--- config.mk ---
export PLATFORM = sky130hd
export DESIGN_NAME = traffic_light_fsm
export DESIGN_NICKNAME = d
export VERILOG_FILES = /design/src/rtl/traffic_pkg.sv /design/src/rtl/traffic_light_fsm_interval_timer.sv /design/src/rtl/traffic_light_fsm.sv
export SDC_FILE = /design/constraint.sdc
export NUM_CORES = 1
export LEC_CHECK = 0
export CAP_MARGIN = 20
export CORE_ASPECT_RATIO = 1.1
export CORE_MARGIN = 2
export CORE_UTILIZATION = 65
export CTS_BUF_LIST = sky130_fd_sc_hd__clkbuf_8
export CTS_CLUSTER_SIZE = 8
export DETAILED_ROUTE_END_ITERATION = 10
export DONT_BUFFER_PORTS = 1
export HOLD_SLACK_MARGIN = 0.1
export PLACE_DENSITY = 0.81
export SETUP_SLACK_MARGIN = 0.05
export SYNTH_ARGS = -nofsm -noshare
export SYNTH_HDL_FRONTEND = slang
export SYNTH_HIERARCHICAL = 1
export SYNTH_SLANG_ARGS = --single-unit
export TNS_END_PERCENT = 1
--- constraint.sdc ---
create_clock -name clock -period 3.8 [get_ports clock]
set_input_delay 0.76 -clock clock [delete_from_list [all_inputs] [get_ports clock]]
set_output_delay 0.76 -clock clock [all_outputs]
set_load 0.05 [all_outputs]
--- src/rtl/traffic_pkg.sv ---
// traffic_pkg
// Shared definitions for the traffic-light controller:
//   state_t       - controller states, encoding is visible on State_Out
//   RED/YEL/GRN   - one-hot lamp encodings, bit order {R,Y,G}
//   SEL_*         - Time_Param_Sel codes for the reprogram strobe
//   DEFAULT_*     - interval lengths in seconds used at reset
//   nonzero_or    - picks a fallback when a zero interval is requested
package traffic_pkg;

  typedef enum logic [2:0] {
    MG     = 3'd0,
    MG_EXT = 3'd1,
    MY     = 3'd2,
    WALK   = 3'd3,
    SG     = 3'd4,
    SG_EXT = 3'd5,
    SY     = 3'd6
  } state_t;

  localparam logic [2:0] RED = 3'b100;
  localparam logic [2:0] YEL = 3'b010;
  localparam logic [2:0] GRN = 3'b001;

  localparam logic [1:0] SEL_BASE = 2'd0;
  localparam logic [1:0] SEL_EXT  = 2'd1;
  localparam logic [1:0] SEL_YEL  = 2'd2;
  localparam logic [1:0] SEL_NONE = 2'd3;

  localparam logic [3:0] DEFAULT_BASE = 4'd6;
  localparam logic [3:0] DEFAULT_EXT  = 4'd3;
  localparam logic [3:0] DEFAULT_YEL  = 4'd2;

  // A zero-length interval would make the state never expire cleanly,
  // so a zero request falls back to the parameter's default.
  function automatic logic [3:0] nonzero_or(input logic [3:0] value,
                                            input logic [3:0] fallback);
    return (value == 4'd0) ? fallback : value;
  endfunction

endpackage

--- src/rtl/traffic_light_fsm_interval_timer.sv ---
// interval_timer
// Seconds timer for one controller state. A prescaler divides the clock
// into one-second ticks and a seconds counter counts ticks up to length.
// Ports:
//   clock    - system clock
//   Reset    - synchronous active-high reset, clears both counters
//   restart  - clears both counters (state entry forced from outside)
//   length   - dwell length in seconds, never zero
//   expired  - 1-cycle pulse in the last clock of the dwell
module interval_timer #(
  parameter int TICK_CYCLES = 50_000_000
) (
  input  logic       clock,
  input  logic       Reset,
  input  logic       restart,
  input  logic [3:0] length,
  output logic       expired
);

  localparam int PRE_W = (TICK_CYCLES > 1) ? $clog2(TICK_CYCLES) : 1;
  localparam logic [PRE_W-1:0] PRE_MAX = PRE_W'(TICK_CYCLES - 1);

  logic [PRE_W-1:0] prescaler;
  logic [3:0]       seconds;

  assign expired = (prescaler == PRE_MAX) && (seconds == length - 4'd1);

  // Expiry coincides with the state change, so clearing on expired makes
  // every new state start counting from zero on its first cycle.
  always_ff @(posedge clock) begin
    if (Reset || restart || expired) begin
      prescaler <= '0;
      seconds   <= '0;
    end else if (prescaler == PRE_MAX) begin
      prescaler <= '0;
      seconds   <= seconds + 4'd1;
    end else begin
      prescaler <= prescaler + 1'b1;
    end
  end

endmodule

--- src/rtl/traffic_light_fsm.sv ---
// traffic_light_fsm
// Main traffic-light controller (Moore). Sequences main/side lamps and the
// pedestrian walk lamp with programmable BASE/EXT/YEL intervals.
// Ports:
//   clock          - system clock
//   Reset          - synchronous active-high reset (highest priority)
//   Sensor_Sync    - side-street vehicle present, sampled at expiry only
//   WR_Sync        - walk request, a 1-cycle pulse is enough
//   Prog_Sync      - reprogram strobe, also restarts the cycle at MG
//   Time_Param_Sel - 0=BASE, 1=EXT, 2=YEL, 3=none
//   Time_Value     - new interval in seconds (0 means default)
//   Main_Light     - main street {R,Y,G}
//   Side_Light     - side street {R,Y,G}
//   Walk_Lamp      - pedestrian walk lamp
//   Walk_Pending   - walk request latched, not yet served
//   State_Out      - current state encoding
module traffic_light_fsm
  import traffic_pkg::*;
#(
  parameter int         TICK_CYCLES = 50_000_000,
  parameter logic [3:0] DEF_BASE    = DEFAULT_BASE,
  parameter logic [3:0] DEF_EXT     = DEFAULT_EXT,
  parameter logic [3:0] DEF_YEL     = DEFAULT_YEL
) (
  input  logic       clock,
  input  logic       Reset,
  input  logic       Sensor_Sync,
  input  logic       WR_Sync,
  input  logic       Prog_Sync,
  input  logic [1:0] Time_Param_Sel,
  input  logic [3:0] Time_Value,
  output logic [2:0] Main_Light,
  output logic [2:0] Side_Light,
  output logic       Walk_Lamp,
  output logic       Walk_Pending,
  output logic [2:0] State_Out
);

  state_t     state_q;
  state_t     state_d;
  logic [3:0] base_q;
  logic [3:0] ext_q;
  logic [3:0] yel_q;
  logic [3:0] dwell;
  logic       walk_q;
  logic       walk_entry;
  logic       timer_expired;

  // Intervals only change together with a forced restart, so the dwell of
  // the current state is stable for the whole time the state is held.
  interval_timer #(
    .TICK_CYCLES(TICK_CYCLES)
  ) u_timer (
    .clock  (clock),
    .Reset  (Reset),
    .restart(Prog_Sync),
    .length (dwell),
    .expired(timer_expired)
  );

  always_comb begin
    dwell = base_q;
    case (state_q)
      MG, MG_EXT, SG: dwell = base_q;
      MY, SY:         dwell = yel_q;
      WALK, SG_EXT:   dwell = ext_q;
      default:        dwell = base_q;
    endcase
  end

  // Next state: advance only on expiry; a reprogram strobe overrides
  // everything and parks the controller at MG entry.
  always_comb begin
    state_d = state_q;
    if (timer_expired) begin
      case (state_q)
        MG:      state_d = Sensor_Sync ? MY : MG_EXT;
        MG_EXT:  state_d = MY;
        MY:      state_d = walk_q ? WALK : SG;
        WALK:    state_d = SG;
        SG:      state_d = Sensor_Sync ? SG_EXT : SY;
        SG_EXT:  state_d = SY;
        SY:      state_d = MG;
        default: state_d = MG;
      endcase
    end
    if (Prog_Sync) begin
      state_d = MG;
    end
  end

  assign walk_entry = (state_d == WALK) && (state_q != WALK);

  // State register, walk latch and interval registers. Clearing the walk
  // latch on WALK entry takes precedence over a request in that same cycle.
  always_ff @(posedge clock) begin
    if (Reset) begin
      state_q <= MG;
      walk_q  <= 1'b0;
      base_q  <= DEF_BASE;
      ext_q   <= DEF_EXT;
      yel_q   <= DEF_YEL;
    end else begin
      state_q <= state_d;
      if (Prog_Sync || walk_entry) begin
        walk_q <= 1'b0;
      end else if (WR_Sync && (state_q != WALK)) begin
        walk_q <= 1'b1;
      end
      if (Prog_Sync) begin
        case (Time_Param_Sel)
          SEL_BASE: base_q <= nonzero_or(Time_Value, DEF_BASE);
          SEL_EXT:  ext_q  <= nonzero_or(Time_Value, DEF_EXT);
          SEL_YEL:  yel_q  <= nonzero_or(Time_Value, DEF_YEL);
          SEL_NONE: ;
          default:  ;
        endcase
      end
    end
  end

  // Lamp decode straight from the state register; unknown encodings show
  // all-red so the two streets can never be green at the same time.
  always_comb begin
    Main_Light = RED;
    Side_Light = RED;
    Walk_Lamp  = 1'b0;
    case (state_q)
      MG, MG_EXT: Main_Light = GRN;
      MY:         Main_Light = YEL;
      WALK:       Walk_Lamp  = 1'b1;
      SG, SG_EXT: Side_Light = GRN;
      SY:         Side_Light = YEL;
      default:    ;
    endcase
  end

  assign Walk_Pending = walk_q;
  assign State_Out    = state_q;

endmodule

After elaboration in Yosys (flattened, before gate mapping):

Cells that the tools add are included.
W data, S select, Z words.

* input port bits: 11
* bits in registers: 46
* word-level logic and storage cells: 53
* output and inout port bits: 11

* add/sub/neg operators: 3
* equality and inequality tests: 12
* muxes and demuxes: 13
* reductions and logical operators: 18

Operators with widths (count)
* $add A26 B1 Y26 const B: 1
* $eq A26 B26 Y1 const B: 1
* $pmux W3 S6: 1
* $mux W4: 3
* $pmux W3 S2: 2
* $reduce_or A2 Y1: 6
* $eq A3 B2 Y1 const B: 3
* $eq A3 B3 Y1 const B: 3
* $mux W3: 3
* $pmux W4 S2: 1
* $reduce_and A2 Y1: 3
* $add A4 B1 Y4 const B: 1
* $eq A4 B4 Y1: 1
* $logic_not A4 Y1: 1
* $mux W2: 2
* $sub A4 B1 Y4 const B: 1
* $eq A3 B1 Y1 const B: 1
* $logic_and A1 B1 Y1: 3
* $logic_not A3 Y1: 1
* $logic_or A1 B1 Y1: 3
* $ne A3 B2 Y1 const B: 1
* $eq A2 B1 Y1 const B: 1
* $eq A2 B2 Y1 const B: 1
* $logic_not A2 Y1: 1
* $mux W1: 1

Longest topological paths before layout:

Gate-level depths: netlist (run 1).

* word-level depth: 12
* depth in mapped cells: 13
* gate-level depth less buffers: 12

Hierarchy:

Netlist (run 1), hierarchy kept.

Modules (own cells, without submodules)
* interval_timer: area an instance 1554.0 µm², times used 1, sequential area each 600.6 µm², cells each 184
* traffic_light_fsm: area an instance 863.3 µm², times used 1, sequential area each 320.3 µm², cells each 106

Worst setup path after synthesis (run 1):

No wires, ideal clock.

* path type: register to register
* start point: reg state_q[2], in the netlist State_Out[2]
* end point: reg walk_q, in the netlist Walk_Pending
* cell stages (with the launch flop): 14
* clock period less this slack: 3.529 ns
* setup slack: 0.271 ns
* required time: 3.680 ns
* data arrival time: 3.409 ns
* setup time: 0.120 ns
* buffers on the path: 1
* path through: dfxtp_1 -> buf_2 -> xnor2_1 -> o22ai_1 -> a21oi_1 -> inv_1 -> ha_1 -> xnor3_1 -> nand3_1 -> nor4_1 -> nand2_2 -> a21oi_1 -> o21ai_1 -> o31a_1

* longest elaborated chain between the ends: 12
* elaborated cells on any way between the ends: 22
* classes of those cells: 1 x add/sub; 9 x eq/ne; 4 x mux; 8 x reduce/logical

RTL lines
* from (decl): line traffic_light_fsm.sv:39 `state_t state_q;`
* from (signal assigned): line traffic_light_fsm.sv:104 `state_q <= state_d;`
* $eq A3 B2 Y1 / $eq A3 B3 Y1 (equally long branches): line traffic_light_fsm.sv:63 `case (state_q)`
* $reduce_or A2 Y1: line traffic_light_fsm.sv:63
* $pmux W4 S2 (*): line traffic_light_fsm.sv:63
* via dwell[0]: line traffic_light_fsm.sv:44 `logic [3:0] dwell;`
* $sub A4 B1 Y4 (*): line traffic_light_fsm_interval_timer.sv:26 `assign expired = (prescaler == PRE_MAX) && (seconds == length - 4'd1);`
* $eq A4 B4 Y1 (*): line traffic_light_fsm_interval_timer.sv:26
* $logic_and A1 B1 Y1 (*): line traffic_light_fsm_interval_timer.sv:26
* via timer_expired: line traffic_light_fsm.sv:47 `logic timer_expired;`
* $mux W3 (*): line traffic_light_fsm.sv:75 `if (timer_expired) begin`
* $mux W3 (*): line traffic_light_fsm.sv:87 `if (Prog_Sync) begin`
* $eq A3 B2 Y1 (*): line traffic_light_fsm.sv:92 `assign walk_entry = (state_d == WALK) && (state_q != WALK);`
* $logic_and A1 B1 Y1 (*): line traffic_light_fsm.sv:92
* $logic_or A1 B1 Y1 (*): line traffic_light_fsm.sv:105 `if (Prog_Sync || walk_entry) begin`
* $reduce_or A2 Y1 (no line) (*)
* to (signal assigned): line traffic_light_fsm.sv:99 `walk_q <= 1'b0;`
* to (signal assigned): line traffic_light_fsm.sv:106 `walk_q <= 1'b0;`
* to (signal assigned): line traffic_light_fsm.sv:108 `walk_q <= 1'b1;`
* to (decl): line traffic_light_fsm.sv:45 `logic walk_q;`

Mark *: on every way through the listed nets, which the timed path passes. The rest lies on a longest branch.
A chain may end at the register's enable or synchronous reset.

Worst setup path after layout (run 1):

* start point: reg state_q[0], in the netlist State_Out[0]
* end point: reg walk_q, in the netlist Walk_Pending

The elaborated chain is that of the path after synthesis.

==> impl_metrics.json, run 1 <==
{
  "vias": 2056,
  "crit_path_end_kind": "flop",
  "dieArea_um2": 4220,
  "dp_hpwl_um": 3400,
  "worstSetupPathType": "flop to flop",
  "crit_chain": "nand2b_1, o22ai_1, a21oi_1, inv_1, ha_1, xnor3_1, nand3_1, nor4_1, buf_4, nand2_2, a21oi_1, o21ai_1, o31a_1",
  "timing.final.crit_period_ns": 3.00,
  "max_stage_delay_ns": 0.55,
  "cts_num_sinks": 46,
  "worst_path_most_repeated_cell": "a21oi_1",
  "antenna_cells": 0,
  "nets": 300,
  "synth_seq_cells": 46,
  "rows": 23,
  "post-route-util": 0.701,
  "synth.avg_cell_area_um2": 8.34,
  "total_leakage_power_nw": 0.870,
  "multi_input_area_um2": 1380,
  "synthFlopType": "dfxtp_1",
  "clockRootBuffer": "clkbuf_8",
  "die_y_um": 68.0,
  "area_growth_pct": 4.24,
  "ant_nets": 0,
  "worst_path_max_delay_cell": "dfxtp_1",
  "clock_tree.buffer_depth": 2,
  "start_util": 0.672,
  "worst-path-max-fanout": 12,
  "dpl-instance-area_um2": 2430,
  "fin_tns_setup_ns": 0,
  "dp_cells": 329,
  "ctsHtreeMaxLevel": 2,
  "vdd.ir_drop.worst_mv": 0.314,
  "dr.pass1.iters": 4,
  "cp-start-kind": "flop",
  "grt_pass1_vias": 1856,
  "pin_count": 22,
  "ctsHoldBuffers": 0,
  "gr-usage-all-layers": 0.236,
  "hold_viol_final": 0,
  "synth_fp_nets": 304,
  "core-area_um2": 3600,
  "cp-startpoint": "State_Out[0]",
  "final_cell_count_no_fill": 337,
  "post-route-drc-count": 0,
  "synthDistinctLibCells": 46,
  "ctsResizeCount": 0,
  "worstHoldStart": "u_timer/prescaler[0]",
  "n_fill_cell": 309,
  "cts_tree": "done",
  "synth_area_leaders": "dfxtp_1 (38%), a21oi_1 (5.2%), nor2_1 (4.3%)",
  "fin_area_um2": 2520,
  "slew_viol_final": 0,
  "die_width_um": 62.1,
  "post-route-period-util": 0.789,
  "yosysSeqAreaShare": 0.381,
  "synth_top_cell_by_area": "dfxtp_1",
  "tightest_slew_ns": 0.929,
  "syn-instance-count": 290,
  "grt-ovfl-total": 0,
  "synth_area_um2": 2420,
  "whs_ns": 0.448,
  "synth_top_area_frac": 0.381,
  "min_path_type": "flop to flop",
  "required_ns": 4.00,
  "synth_enable_flop_cells": 0,
  "gp_congestion": 0.817,
  "reg2reg_from": "State_Out[0]",
  "antenna_found_initial": 0,
  "grt_setup_unrepaired": "false",
  "finClkSkew_ns": 0.00818,
  "ys_async_sr_fraction": 0,
  "post_cts_buffers": 0,
  "setup_viol": 0,
  "io_buffers": 0,
  "grt_first_pass_wirelength_um": 8100,
  "post_drt_via_cell_ratio": 6.10,
  "slew_headroom": 0.379,
  "wl_per_cell_um": 14.0,
  "reg2reg_setup_slack_ns": 0.80,
  "final-seq-area_um2": 921,
  "clock.fmax_ghz": 0.333,
  "yosysWarnings": 6,
  "cts.clk_slew.worst_paths_ns": 0.09,
  "drive_gt1_frac": 0.0662,
  "wl_um": 4730,
  "outcome": "finished, final reports clean",
  "arrival_ns": 3.20,
  "drv_cap": 0,
  "drt_iter0_drc": 148,
  "p_per_area_nw_per_um2": 333,
  "cts_buffers": 5,
  "clk_latency_ns": 0.30,
  "grt_max_degree": 25
}
[routing by layer]
metal	up-vias	wire [um]	track usage
li1	1055	-	-
met1	943	2120	0.275
met2	49	2360	0.457
met3	9	158	0.0313
met4	0	84	0.0750
met5	-	0	0
[power by group]
part / switching (mW) / leakage, nW / internal, mW
registers: 0.00670 / 0.372 / 0.488
clock network: 0.178 / 0.0447 / 0.133
logic: 0.0179 / 0.453 / 0.0148
[worst paths after layout]
path / to / cells after the start
setup / recovery: Walk_Pending / 13
hold / removal: u_timer/prescaler[0] / 1
setup reg to reg: Walk_Pending / 13
hold reg to reg: u_timer/prescaler[0] / 1
[metrics by stage]
stage	worst slack, ns	power, mW
finish	0.801	0.838
global route	0.435	0.872
CTS	0.779	0.848
detailed placement	0.801	0.539
global placement	0.909	0.538
floorplan	0.271	0.537
[sequential cells by signal, summed over array words and instances (netlist names)]
signal / cells
State_Out: 3
Walk_Pending: 1
base_q: 4
ext_q: 4
u_timer/prescaler: 26
u_timer/seconds: 4
yel_q: 4
[logic make-up (layout without fill, tap and decap cells)]
logic type,Yosys count,count (layout),synth area share
xor gates and xnor gates,19,19,0.0745
DFF,46,46,0.381
buffers and inverters,24,21,0.0502
AOI/OAI and AO/OA,70,70,0.182
and+or+nand+nor,122,122,0.272
adders and majority gates,3,3,0.0155
muxes,6,6,0.0248
[cells in the mapped netlist, types with 4 or more instances]
cell type and n:
nor2_1 28, a21oi_1 25, or3_1 8, nand2b_1 4
nand2_1 15, buf_2 4, nor2b_1 4, o31ai_1 5
nor4_1 4, nand3b_1 4, o21ai_0 11, xor2_1 12
or4_1 7, nor3_1 10, clkbuf_1 8, o211ai_1 4
xnor2_1 6, o22ai_1 8, inv_1 8, dfxtp_1 46
mux2i_1 6, nand4_1 9, nand3_1 14
[worst max-delay path, delay by kind of cell (launching register included)]
family | cells | cell delay, ns
XOR/XNOR | 1 | 0.27
flip-flops | 1 | 0.55
AO/OA/AOI/OAI | 5 | 0.87
adder cells (fa/ha/maj) | 1 | 0.22
AND/OR/NAND/NOR | 4 | 0.73
buffers and inverters | 2 | 0.27
[final cells by class]
cell class | instances | share of cell area
Multi-Input combinational cell | 220 | 0.546
Clock buffer | 5 | 0.0273
Timing Repair Buffer | 5 | 0.0149
Inverter | 8 | 0.0119
Clock inverter | 3 | 0.00993
Tap cell | 50 | 0.0248
Sequential cell | 46 | 0.365
[cell usage in the layout, fill, tap and decap left out, drive strengths merged, types with 2 or more instances in the layout]
cell and count:
dfxtp 46, xnor2 6, o2111ai 3, and2 2, o211ai 4, nand2 16, nor2 28, nor3b 3
or4 8, nand2b 4, inv 9, buf 5, clkbuf 5, and3 3, nor3 10, mux2i 6
nor2b 4, o31ai 5, nand3 14, o22ai 8, a21o 2, o21bai 2, a211o 3, nand3b 4
o21ai 14, ha 3, nand4 9, xor2 12, nor4 4, or3 9, a21oi 25, and4 2
(Power assumes the default switching activity.)
==> run 2: changes to the inputs <==
--- a/config.mk
+++ b/config.mk
@@ -8,13 +8,13 @@
 export CAP_MARGIN = 20
 export CORE_ASPECT_RATIO = 1.1
 export CORE_MARGIN = 2
-export CORE_UTILIZATION = 65
+export CORE_UTILIZATION = 59
 export CTS_BUF_LIST = sky130_fd_sc_hd__clkbuf_8
 export CTS_CLUSTER_SIZE = 8
 export DETAILED_ROUTE_END_ITERATION = 10
 export DONT_BUFFER_PORTS = 1
 export HOLD_SLACK_MARGIN = 0.1
-export PLACE_DENSITY = 0.81
+export PLACE_DENSITY = 0.78
 export SETUP_SLACK_MARGIN = 0.05
 export SYNTH_ARGS = -nofsm -noshare
 export SYNTH_HDL_FRONTEND = slang
==> constraint.sdc (replaced) <==
create_clock -name clock -period 2.65 [get_ports clock]
set_input_delay 0.53 -clock clock [delete_from_list [all_inputs] [get_ports clock]]
set_output_delay 0.53 -clock clock [all_outputs]
set_load 0.05 [all_outputs]
==> run 2 against run 1 <==
Net effect:
- non-clock buffer count is 13 higher
- worst setup slack got worse by 0.68 ns
- register-to-register slack lost 0.68 ns
- flip-flop and latch count unchanged
- first-iteration DRC count shrank 8.1%
- global-route usage fell by 1.3 points
- utilization fell by 1.4 points
- sequential power grew 43%
- combinational power rose by 65%
- clock power grew 61%
- clock-buffer cell count unchanged
- die area is 9.5% higher
- critical path type unchanged
- critical endpoint unchanged
- largest power group unchanged
==> impl_metrics.json, run 2 (synthesized netlist as in run 1, its figures left out) <==
{
  "post-route-period-util": 0.953,
  "dieArea_um2": 4630,
  "arrival_ns": 2.71,
  "rows": 24,
  "nets": 313,
  "antenna_cells": 0,
  "wl_um": 4870,
  "drt_iter0_drc": 136,
  "core-area_um2": 3960,
  "final-seq-area_um2": 932,
  "gr-usage-all-layers": 0.223,
  "cts_num_sinks": 46,
  "cts.clk_slew.worst_paths_ns": 0.09,
  "drive_gt1_frac": 0.147,
  "tightest_slew_ns": 0.649,
  "dp_hpwl_um": 3530,
  "ctsHtreeMaxLevel": 2,
  "slew_viol_final": 0,
  "clock.fmax_ghz": 0.396,
  "multi_input_area_um2": 1440,
  "ctsHoldBuffers": 0,
  "vdd.ir_drop.worst_mv": 0.420,
  "clk_latency_ns": 0.30,
  "largest_register_ffs": 26,
  "min_path_type": "input pin to flop",
  "cts_tree": "done",
  "clock_tree.buffer_depth": 2,
  "cts_buffers": 5,
  "vias": 2112,
  "grt_setup_unrepaired": "false",
  "gp_congestion": 0.903,
  "worst-path-max-fanout": 5,
  "dr.pass1.iters": 4,
  "p_per_area_nw_per_um2": 463,
  "wl_per_cell_um": 13.8,
  "fin_tns_setup_ns": 0,
  "pin_count": 22,
  "dpl-instance-area_um2": 2580,
  "die_width_um": 65.0,
  "total_leakage_power_nw": 0.965,
  "crit_path_end_kind": "flop",
  "regMostFlops": "u_timer/prescaler",
  "ant_nets": 0,
  "die_y_um": 71.1,
  "post_drt_via_cell_ratio": 6.00,
  "cp-start-kind": "flop",
  "n_fill_cell": 324,
  "area_growth_pct": 12.5,
  "slew_headroom": 0.563,
  "antenna_found_initial": 0,
  "drv_cap": 0,
  "grt_first_pass_wirelength_um": 8220,
  "timing.final.crit_period_ns": 2.53,
  "finClkSkew_ns": 0.00755,
  "start_util": 0.610,
  "hold_viol_final": 0,
  "worstSetupPathType": "flop to flop",
  "grt-ovfl-total": 0,
  "io_buffers": 0,
  "fin_area_um2": 2720,
  "outcome": "finished, final reports clean",
  "grt_pass1_vias": 1910,
  "clockRootBuffer": "clkbuf_8",
  "post-route-drc-count": 0,
  "layout_commonest_cell": "dfxtp_1",
  "setup_viol": 0,
  "reg2reg_setup_slack_ns": 0.12,
  "power.total_mw": 1.26,
  "required_ns": 2.84,
  "final_cell_mix": "dfxtp_1 (43), nor2_1 (28), a21oi_1 (24)",
  "grt_max_degree": 20
}
-- run 2: cell types whose count changed in the layout (fill, tap and decap cells not counted), moves of 2 or more --
| cell | change |
|---|---|
| clkinv_2 | +2 |
| or4_1 | -2 |
| or4_4 | +2 |
| dfxtp_4 | +3 |
| dfxtp_1 | -3 |
| buf_4 | +12 |
-- run 2: timing repair --
| item | 4_1_cts | 5_1_grt |
|---|---|---|
| endpoints found under the hold margin | 0 | 0 |
| endpoints found under the setup margin | 1 | 1 |
| buffers inserted | 1 | 1 |
| gates resized for setup | 0 | 4 |
| pin swaps | 1 | 2 |
-- run 2: worst paths after layout --
check,start,depth (start not counted),endpoint
max reg2reg,u_timer/prescaler[24],8,Walk_Pending
min reg2reg,u_timer/prescaler[0],1,u_timer/prescaler[0]
max,u_timer/prescaler[24],8,Walk_Pending
min,Reset,1,base_q[3]
-- run 2: report_power, final --
| group | total, mW | switching (mW) | internal [mW] |
|---|---|---|---|
| combinational | 0.0542 | 0.0287 | 0.0255 |
| sequential | 0.706 | 0.00971 | 0.697 |
| clock | 0.500 | 0.223 | 0.277 |
-- run 2: per-layer routing --
metal | global-route usage | vias up | part of all wire
met5 | 0 | - | 0
met4 | 0.0972 | 0 | 0.0086
met3 | 0.0382 | 5 | 0.045
met2 | 0.384 | 41 | 0.49
met1 | 0.274 | 983 | 0.45
li1 | - | 1083 | -
-- run 2: critical path: stages (launching register included) --
cell     delay [ns]
dfxtp_1        0.34
or4_4          0.54
or4_4          0.55
nor4_4         0.27
buf_4          0.18
nand2_2        0.06
a21oi_1        0.12
o21ai_1        0.07
o31a_1         0.28
-- run 2: cell type report --
cell class                      count  area share
Clock buffer                        5      0.0253
Clock inverter                      3      0.0147
Inverter                            8      0.0110
Multi-Input combinational cell    220       0.528
Sequential cell                    46       0.343
Tap cell                           52      0.0239
Timing Repair Buffer               18      0.0543
-- run 2: stage by stage --
stage	instances	hold slack, ns	worst slack, ns	util
global placement	342	0.426	0.0183	0.652
floorplan	290	0.411	-0.115	-
global route	352	0.274	0.0492	0.686
detailed placement	342	0.440	-0.0269	0.652
CTS	351	0.282	0.0641	0.681
finish	352	0.293	0.125	0.686
